File: src/rtl/cal_sequencer.sv
// Calibration sequencer: settles, averages 2^LOG2_SAMPLES samples on the trusted
// and discrete ADC paths, then pulses cal_trig with both averages registered.
module cal_sequencer #(
    parameter int WIDTH          = 16,
    parameter int LOG2_SAMPLES   = 4,
    parameter int SETTLE_CYCLES  = 1000,
    parameter int TIMEOUT_CYCLES = 100000
) (
    input  logic             clk,
    input  logic             reset,
    input  logic             cal_req,
    input  logic [WIDTH-1:0] xadc_scaled,
    input  logic             xadc_valid,
    input  logic [WIDTH-1:0] adc_scaled,
    input  logic             adc_valid,
    output logic [WIDTH-1:0] xadc_avg,
    output logic [WIDTH-1:0] adc_avg,
    output logic             cal_trig,
    output logic             busy,
    output logic             cal_err
);

    localparam int ACC_W = WIDTH + LOG2_SAMPLES;
    localparam int CNT_W = LOG2_SAMPLES + 1;
    localparam int SET_W = $clog2(SETTLE_CYCLES + 1);
    localparam int TMO_W = $clog2(TIMEOUT_CYCLES + 1);

    localparam logic [CNT_W-1:0] N_SAMPLES   = CNT_W'(2 ** LOG2_SAMPLES);
    localparam logic [SET_W-1:0] SETTLE_LAST = SET_W'(SETTLE_CYCLES - 1);
    localparam logic [TMO_W-1:0] TMO_LAST    = TMO_W'(TIMEOUT_CYCLES - 1);

    typedef enum logic [1:0] {IDLE, SETTLE, ACCUM, DONE} state_t;

    state_t             state_q;
    logic               req_prev_q;
    logic [SET_W-1:0]   settle_cnt_q;
    logic [TMO_W-1:0]   tmo_cnt_q;
    logic [ACC_W-1:0]   xacc_q;
    logic [ACC_W-1:0]   aacc_q;
    logic [CNT_W-1:0]   xcnt_q;
    logic [CNT_W-1:0]   acnt_q;
    logic [WIDTH-1:0]   xavg_q;
    logic [WIDTH-1:0]   aavg_q;
    logic               trig_q;
    logic               busy_q;
    logic               err_q;

    logic               req_rise;
    logic               x_take;
    logic               a_take;
    logic               both_full;

    assign req_rise  = cal_req & ~req_prev_q;
    // A path stops accepting once it holds N samples; extra valids are dropped.
    assign x_take    = (state_q == ACCUM) && xadc_valid && (xcnt_q != N_SAMPLES);
    assign a_take    = (state_q == ACCUM) && adc_valid && (acnt_q != N_SAMPLES);
    assign both_full = (xcnt_q == N_SAMPLES) && (acnt_q == N_SAMPLES);

    always_ff @(posedge clk or posedge reset) begin
        if (reset) begin
            state_q      <= IDLE;
            req_prev_q   <= 1'b0;
            settle_cnt_q <= '0;
            tmo_cnt_q    <= '0;
            xacc_q       <= '0;
            aacc_q       <= '0;
            xcnt_q       <= '0;
            acnt_q       <= '0;
            xavg_q       <= '0;
            aavg_q       <= '0;
            trig_q       <= 1'b0;
            busy_q       <= 1'b0;
            err_q        <= 1'b0;
        end else begin
            req_prev_q <= cal_req;
            trig_q     <= 1'b0;

            if (x_take) begin
                xacc_q <= xacc_q + ACC_W'(xadc_scaled);
                xcnt_q <= xcnt_q + CNT_W'(1);
            end
            if (a_take) begin
                aacc_q <= aacc_q + ACC_W'(adc_scaled);
                acnt_q <= acnt_q + CNT_W'(1);
            end

            case (state_q)
                IDLE: begin
                    if (req_rise) begin
                        state_q      <= SETTLE;
                        busy_q       <= 1'b1;
                        err_q        <= 1'b0;
                        settle_cnt_q <= '0;
                        xacc_q       <= '0;
                        aacc_q       <= '0;
                        xcnt_q       <= '0;
                        acnt_q       <= '0;
                    end
                end
                SETTLE: begin
                    if (settle_cnt_q == SETTLE_LAST) begin
                        state_q   <= ACCUM;
                        tmo_cnt_q <= '0;
                    end else begin
                        settle_cnt_q <= settle_cnt_q + SET_W'(1);
                    end
                end
                ACCUM: begin
                    // Completion is checked first so it wins over a same-clock timeout.
                    if (both_full) begin
                        state_q <= DONE;
                        busy_q  <= 1'b0;
                        trig_q  <= 1'b1;
                        xavg_q  <= xacc_q[ACC_W-1:LOG2_SAMPLES];
                        aavg_q  <= aacc_q[ACC_W-1:LOG2_SAMPLES];
                    end else if (tmo_cnt_q == TMO_LAST) begin
                        state_q <= IDLE;
                        busy_q  <= 1'b0;
                        err_q   <= 1'b1;
                    end else begin
                        tmo_cnt_q <= tmo_cnt_q + TMO_W'(1);
                    end
                end
                DONE: begin
                    state_q <= IDLE;
                end
                default: begin
                    state_q <= IDLE;
                end
            endcase
        end
    end

    assign xadc_avg = xavg_q;
    assign adc_avg  = aavg_q;
    assign cal_trig = trig_q;
    assign busy     = busy_q;
    assign cal_err  = err_q;

endmodule

File: config.mk
export PLATFORM = sky130hd
export DESIGN_NAME = cal_sequencer
export DESIGN_NICKNAME = d
export VERILOG_FILES = /design/src/rtl/cal_sequencer.sv
export SDC_FILE = /design/constraint.sdc
export NUM_CORES = 1
export LEC_CHECK = 0
export CORE_MARGIN = 2
export CORE_UTILIZATION = 57
export CTS_CLUSTER_DIAMETER = 150
export DETAILED_ROUTE_END_ITERATION = 8
export GPL_TIMING_DRIVEN = 0
export PLACE_DENSITY = 0.87
export SYNTH_ARGS = -nofsm -noshare
export SYNTH_HDL_FRONTEND = slang
export SYNTH_SLANG_ARGS = --single-unit
File: constraint.sdc
create_clock -name clk -period 4.54 [get_ports clk]
set_input_delay 0.908 -clock clk [delete_from_list [all_inputs] [get_ports clk]]
set_output_delay 0.908 -clock clk [all_outputs]
set_load 0.03 [all_outputs]
==> results of run 1 <==
-- final cells by class --
| type | count | area share [%] |
|---|---|---|
| Clock inverter | 11 | 1.83 |
| Buffer | 29 | 1.59 |
| Tap cell | 143 | 2.16 |
| Clock buffer | 21 | 5.69 |
| Multi-Input combinational cell | 592 | 44.0 |
| Inverter | 21 | 0.984 |
| Sequential cell | 115 | 34.8 |
| Timing Repair Buffer | 72 | 8.93 |
-- worst max-delay path: cells and delay by family --
kind                     cells  cell delay, ps
AO/OA/AOI/OAI                5            1430
buffers and inverters        1             430
AND/OR/NAND/NOR              1              60
adder cells (fa/ha/maj)      2             670
-- sequential cells by signal (all words and copies together), names as in the netlist, 2 cells and up --
register      cells
xcnt_q            5
aacc_q           20
settle_cnt_q     10
state_q           2
xacc_q           20
adc_avg          16
xadc_avg         16
tmo_cnt_q        17
acnt_q            5
-- where the power goes --
| group | internal, mW | switching [mW] | total (mW) |
|---|---|---|---|
| logic | 0.0533 | 0.0654 | 0.119 |
| clock network | 0.907 | 0.496 | 1.40 |
| registers | 1.03 | 0.00606 | 1.04 |
| total | 1.99 | 0.567 | 2.56 |
-- worst min-delay path by stage --
stage | start | to | slack [ps] | cells past startpoint
4_1_cts | xadc_avg[7] | xadc_avg[7] | 480 | 2
5_1_grt | adc_avg[1] | adc_avg[1] | 510 | 2
2_1_floorplan | xacc_q[19] | xacc_q[19] | 440 | 1
6_report | adc_avg[11] | adc_avg[11] | 470 | 2
3_5_place_dp | xadc_avg[7] | xadc_avg[7] | 460 | 2
3_3_place_gp | xadc_avg[0] | xadc_avg[0] | 460 | 2
-- routing by layer --
metal  routed length (um)  global-route usage [%]
met1                 7190                    35.1
met2                 8580                    46.4
met3                 1150                    5.99
met4                  461                    14.1
met5                    0                       0
-- per-stage QoR --
step	total power [mW]	std cells	cell area, um^2
floorplan	1.12	757	6730
global placement	1.17	971	7610
detailed placement	1.17	972	7640
CTS	2.57	1004	8270
global route	2.63	1004	8270
finish	2.56	1004	8270
-- cells in the final DEF, fill, tap and decap left out, drive strengths merged, types with 3 or more instances in the layout --
cell / n
a2111oi: 4
bufinv: 3
nor4: 3
or3: 5
o21bai: 5
nand2: 161
nand4bb: 3
nor3: 21
a211oi: 7
clkinv: 3
clkinvlp: 4
nor2b: 6
a21o: 12
mux2: 7
or2: 3
nand4: 17
mux2i: 12
nor2: 58
ha: 38
a21oi: 55
o21a: 5
and2: 7
clkbuf: 33
nand2b: 3
xor2: 16
o211ai: 9
and3: 18
xnor2: 23
nand3: 21
o31ai: 6
dfrtp: 115
buf: 18
inv: 22
o21ai: 34
clkdlybuf4s50: 71
a31oi: 4
-- cells by family after synthesis --
kind of cell / synth area share [%]
AOI/OAI and AO/OA: 14.8
xor gates and xnor gates: 5.08
adders and majority gates: 7.67
buffers and inverters: 3.13
DFF: 42.8
muxes: 3.01
and+or+nand+nor: 23.5
==> results.sh, run 1 <==
export IMPL_setup_ws_ps=1410
export IMPL_antenna_found_initial=0
export IMPL_numCtsBuffers=17
export IMPL_post_place_ws_ps=1090
export IMPL_synth_seq_cells=115
export IMPL_io_pins=72
export IMPL_cts_tree="built"
export IMPL_synth_largest_area_cell="dfrtp_1"
export IMPL_place_congestion=0.982
export IMPL_slew_violations=0
export IMPL_synth_avg_cell_area_um2=8.88
export IMPL_coreArea_mm2=0.0115
export IMPL_clk_pin_slew_ps=60
export IMPL_diodes=0
export IMPL_r2r_start="xacc_q[0]"
export IMPL_cp_max_fo=3
export IMPL_critPathMaxStageDelay_ps=440
export IMPL_maxSlewHeadroom_pct=55.3
export IMPL_setup_worst_path_end="aacc_q[18]"
export IMPL_clock_sinks=115
export IMPL_status="completed"
export IMPL_dieArea_mm2=0.0127
export IMPL_final_nets=925
export IMPL_cp_slowest_cell="fa_1"
export IMPL_setup_violations=0
export IMPL_wl_per_cell_um=17.3
export IMPL_async_flop_share_pct=100
export IMPL_crit_chain="clkdlybuf4s50_1 -> ha_1 -> fa_1 -> a21oi_1 -> o21ai_0 -> a2111oi_2 -> o21ai_1 -> a31o_2 -> nand2_1"
export IMPL_dieHeight_um=113
export IMPL_drive_gt1_share_pct=8.48
export IMPL_area_growth_pct=22.9
export IMPL_reg2reg_slack_ps=1950
export IMPL_max_vdd_ir_drop_uv=401
export IMPL_viasPerCell=6.06
export IMPL_period_needed_ps=3130
export IMPL_yosysWarningCount=0
export IMPL_hpwl_um=11800
export IMPL_synth_most_common_cell="nand2_1"
export IMPL_crit_type="in2reg"
export IMPL_yosys_most_used_dff="dfrtp_1"
export IMPL_cp_required_ps=4900
export IMPL_cts_resized=0
export IMPL_ff_latch_area_mm2=0.00288
export IMPL_grtUsageTotal_pct=28.1
export IMPL_synth_nets=834
export IMPL_synth_edf_count=0
export IMPL_wirelength_um=17400
export IMPL_synthTopCellsByCount="nand2_1, dfrtp_1, nor2_1, a21oi_1, ha_1"
export IMPL_cts_max_path_buffers=2
export IMPL_holdCritPathClass="reg2reg"
export IMPL_grt_pass1_wl_um=28200
export IMPL_rows=39
export IMPL_start_util_pct=58.6
export IMPL_grt_overflow=0
export IMPL_period_share_pct=68.9
export IMPL_worst_hold_slack_ps=468
export IMPL_cts_setup_buffers=0
export IMPL_start_kind="primary input"
export IMPL_rsz0062_at_grt="no"
export IMPL_seq_area_frac_synth_pct=42.8
export IMPL_cts_root_buf="clkbuf_16"
export IMPL_syn_area_mm2=0.00673
export IMPL_p_per_area_mw_per_mm2=310
export IMPL_r2r_end="xacc_q[12]"
export IMPL_synth_top_area_share_pct=42.8
export IMPL_leakagePower_nw=3.98
export IMPL_io_buffers=71
export IMPL_max_freq_ghz=0.320
export IMPL_grt_max_degree=73
export IMPL_final_core_util_pct=72.1
export IMPL_r2r_cells=8
export IMPL_cts_hold_buf=0
export IMPL_multi_input_area_mm2=0.00364
export IMPL_n_fill_cell=813
export IMPL_cp_end_kind="flop"
export IMPL_htree_levels=4
export IMPL_drt_iter0_drc=472
export IMPL_synth_area_leaders="dfrtp_1, nand2_1, ha_1"
export IMPL_worstSkewPairLatency_ps=430
export IMPL_finalHoldViolations=0
export IMPL_tns_ps=0
export IMPL_ys_types=65
export IMPL_grt_pass1_vias=5974
export IMPL_drcViolationCount=0
export IMPL_fin_skew_ps=8.69
export IMPL_cp_arrival_ps=3490
export IMPL_tightest_slew_ps=671
export IMPL_postRouteAntennaNets=0
export IMPL_die_x_um=113
export IMPL_drv_cap=0
export IMPL_dr_pass1_iters=5
export IMPL_crit_start="adc_scaled[0]"
export IMPL_vias=6081
export IMPL_syn_inst=757
No activity file was read; power rests on OpenSTA's default activity.
==> run 2: changes to the inputs <==
CORE_UTILIZATION = 52   (was 57)
PLACE_DENSITY = 0.84   (was 0.87)
clock period = 2.8 ns   (was 4.54 ns; I/O delays follow)
==> run 2 against run 1 <==
Clock skew is 2.3 ps higher. Via count is 3.0% lower. Utilization is 6.4 points lower. First-iteration DRC count up 6.1%. Cell area grew 0.27%. Critical endpoint is now xacc_q[12]. Highest routed layer unchanged.
==> results.sh, run 2 (same netlist as run 1, synthesis figures left out) <==
export IMPL_rsz0062_at_grt="no"
export IMPL_htree_levels=4
export IMPL_worst_hold_slack_ps=469
export IMPL_io_pins=72
export IMPL_ff_latch_area_mm2=0.00288
export IMPL_multi_input_area_mm2=0.00365
export IMPL_grtUsageTotal_pct=25.1
export IMPL_period_needed_ps=2710
export IMPL_dpl_instance_area_mm2=0.00769
export IMPL_slew_violations=0
export IMPL_drt_iter0_drc=501
export IMPL_coreArea_mm2=0.0126
export IMPL_wirelength_um=16700
export IMPL_rows=41
export IMPL_grt_overflow=0
export IMPL_die_x_um=118
export IMPL_tightest_slew_ps=829
export IMPL_n_fill_cell=1028
export IMPL_cts_root_buf="clkbuf_16"
export IMPL_fin_skew_ps=11.0
export IMPL_drive_gt1_share_pct=8.48
export IMPL_cp_end_kind="flop"
export IMPL_clock_sinks=115
export IMPL_finalHoldViolations=0
export IMPL_final_cell_mix="nand2_1, dfrtp_1, clkdlybuf4s50_1"
export IMPL_largestRegisters="aacc_q x20, xacc_q x20, tmo_cnt_q x17"
export IMPL_setup_violations=0
export IMPL_cp_max_fo=3
export IMPL_dieArea_mm2=0.0139
export IMPL_drcViolationCount=0
export IMPL_start_kind="primary input"
export IMPL_tns_ps=0
export IMPL_cp_arrival_ps=3010
export IMPL_holdCritPathClass="reg2reg"
export IMPL_final_nets=927
export IMPL_postRouteAntennaNets=0
export IMPL_cts_tree="built"
export IMPL_drv_cap=0
export IMPL_status="completed"
export IMPL_p_per_area_mw_per_mm2=480
export IMPL_worstSkewPairLatency_ps=420
export IMPL_whs_path_depth=2
export IMPL_clk_pin_slew_ps=50
export IMPL_place_congestion=0.933
export IMPL_antenna_found_initial=0
export IMPL_crit_type="in2reg"
export IMPL_viasPerCell=5.71
export IMPL_diodes=0
export IMPL_dieHeight_um=118
export IMPL_period_share_pct=96.7
export IMPL_cts_max_path_buffers=2
export IMPL_max_vdd_ir_drop_uv=309
export IMPL_vias=5900
export IMPL_max_freq_ghz=0.369
export IMPL_numCtsBuffers=17
export IMPL_hpwl_um=11500
export IMPL_fin_area_mm2=0.00829
export IMPL_cts_hold_buf=0
export IMPL_grt_pass1_wl_um=28000
export IMPL_area_growth_pct=23.3
export IMPL_wl_per_cell_um=16.1
export IMPL_grt_max_degree=45
export IMPL_r2r_cells=9
export IMPL_final_common_cell="nand2_1"
export IMPL_start_util_pct=53.3
export IMPL_cp_required_ps=3100
export IMPL_final_core_util_pct=65.7
export IMPL_grt_pass1_vias=5758
export IMPL_io_buffers=71
export IMPL_maxSlewHeadroom_pct=44.6
export IMPL_dr_pass1_iters=5
export IMPL_leakagePower_nw=3.98
==> run 2: cell count changes in the layout (fill, tap and decap cells not counted), moves of 2 or more <==
cell | before | now
clkbuf_1 | 12 | 15
clkinvlp_4 | 4 | 1
buf_12 | 0 | 2
clkinv_2 | 1 | 3
clkinv_4 | 2 | 0
==> run 2: metal layers <==
layer	GRT usage (%)	routed length (um)	share of wire, %
met4	10.5	434	2.6
met2	41.2	8000	48
met5	0	0	0
met3	5.18	906	5.4
met1	32.5	7340	44
==> run 2: final cells by class <==
type / count / share of cell area [%]
clock buffer: 25 / 5.98
inverter: 21 / 0.996
buffer: 29 / 1.58
tap: 172 / 2.60
clock inverter: 5 / 0.906
sequential: 115 / 34.7
multi-input combinational: 592 / 44.1
timing repair buffer: 74 / 9.15
==> run 2: report_power, final <==
part	total, mW	internal (mW)	switching, mW
logic	0.193	0.0880	0.105
registers	1.68	1.67	0.00990
clock network	2.10	1.39	0.715
==> run 2: worst max-delay path, cell delays in order <==
cell	delay [ps]
clkdlybuf4s50_1	420
ha_1	240
fa_1	430
a21oi_2	190
o21bai_1	180
a211oi_2	250
buf_4	160
o221ai_2	110
or3_1	320
o2111a_1	130
==> run 2: repair_timing <==
action                     4_1_cts  5_1_grt
setup endpoints to repair        2        4
setup buffers                    0        1
gates resized for setup          1        3
pin swaps                        1        1
==> run 2: stage by stage <==
step	setup slack, ps	power [mW]	instances
after floorplan	380	1.81	757
after global placement	-363	1.89	1000
after detailed placement	-425	1.90	1002
after CTS	11.1	4.01	1032
after global routing	7.23	4.11	1033
final	91.4	3.98	1033
==> run 2: path summary, 6_finish.rpt <==
| path | startpoint | endpoint | slack (ps) |
|---|---|---|---|
| setup / recovery | xadc_scaled[0] | xacc_q[12] | 90 |
| hold / removal | xadc_avg[4] | xadc_avg[4] | 470 |
| setup reg to reg | xacc_q[0] | xacc_q[12] | 310 |
| hold reg to reg | xadc_avg[4] | xadc_avg[4] | 470 |
| max in group asynchronous | reset | aacc_q[4] | 1460 |
| min in group asynchronous | reset | tmo_cnt_q[3] | 660 |
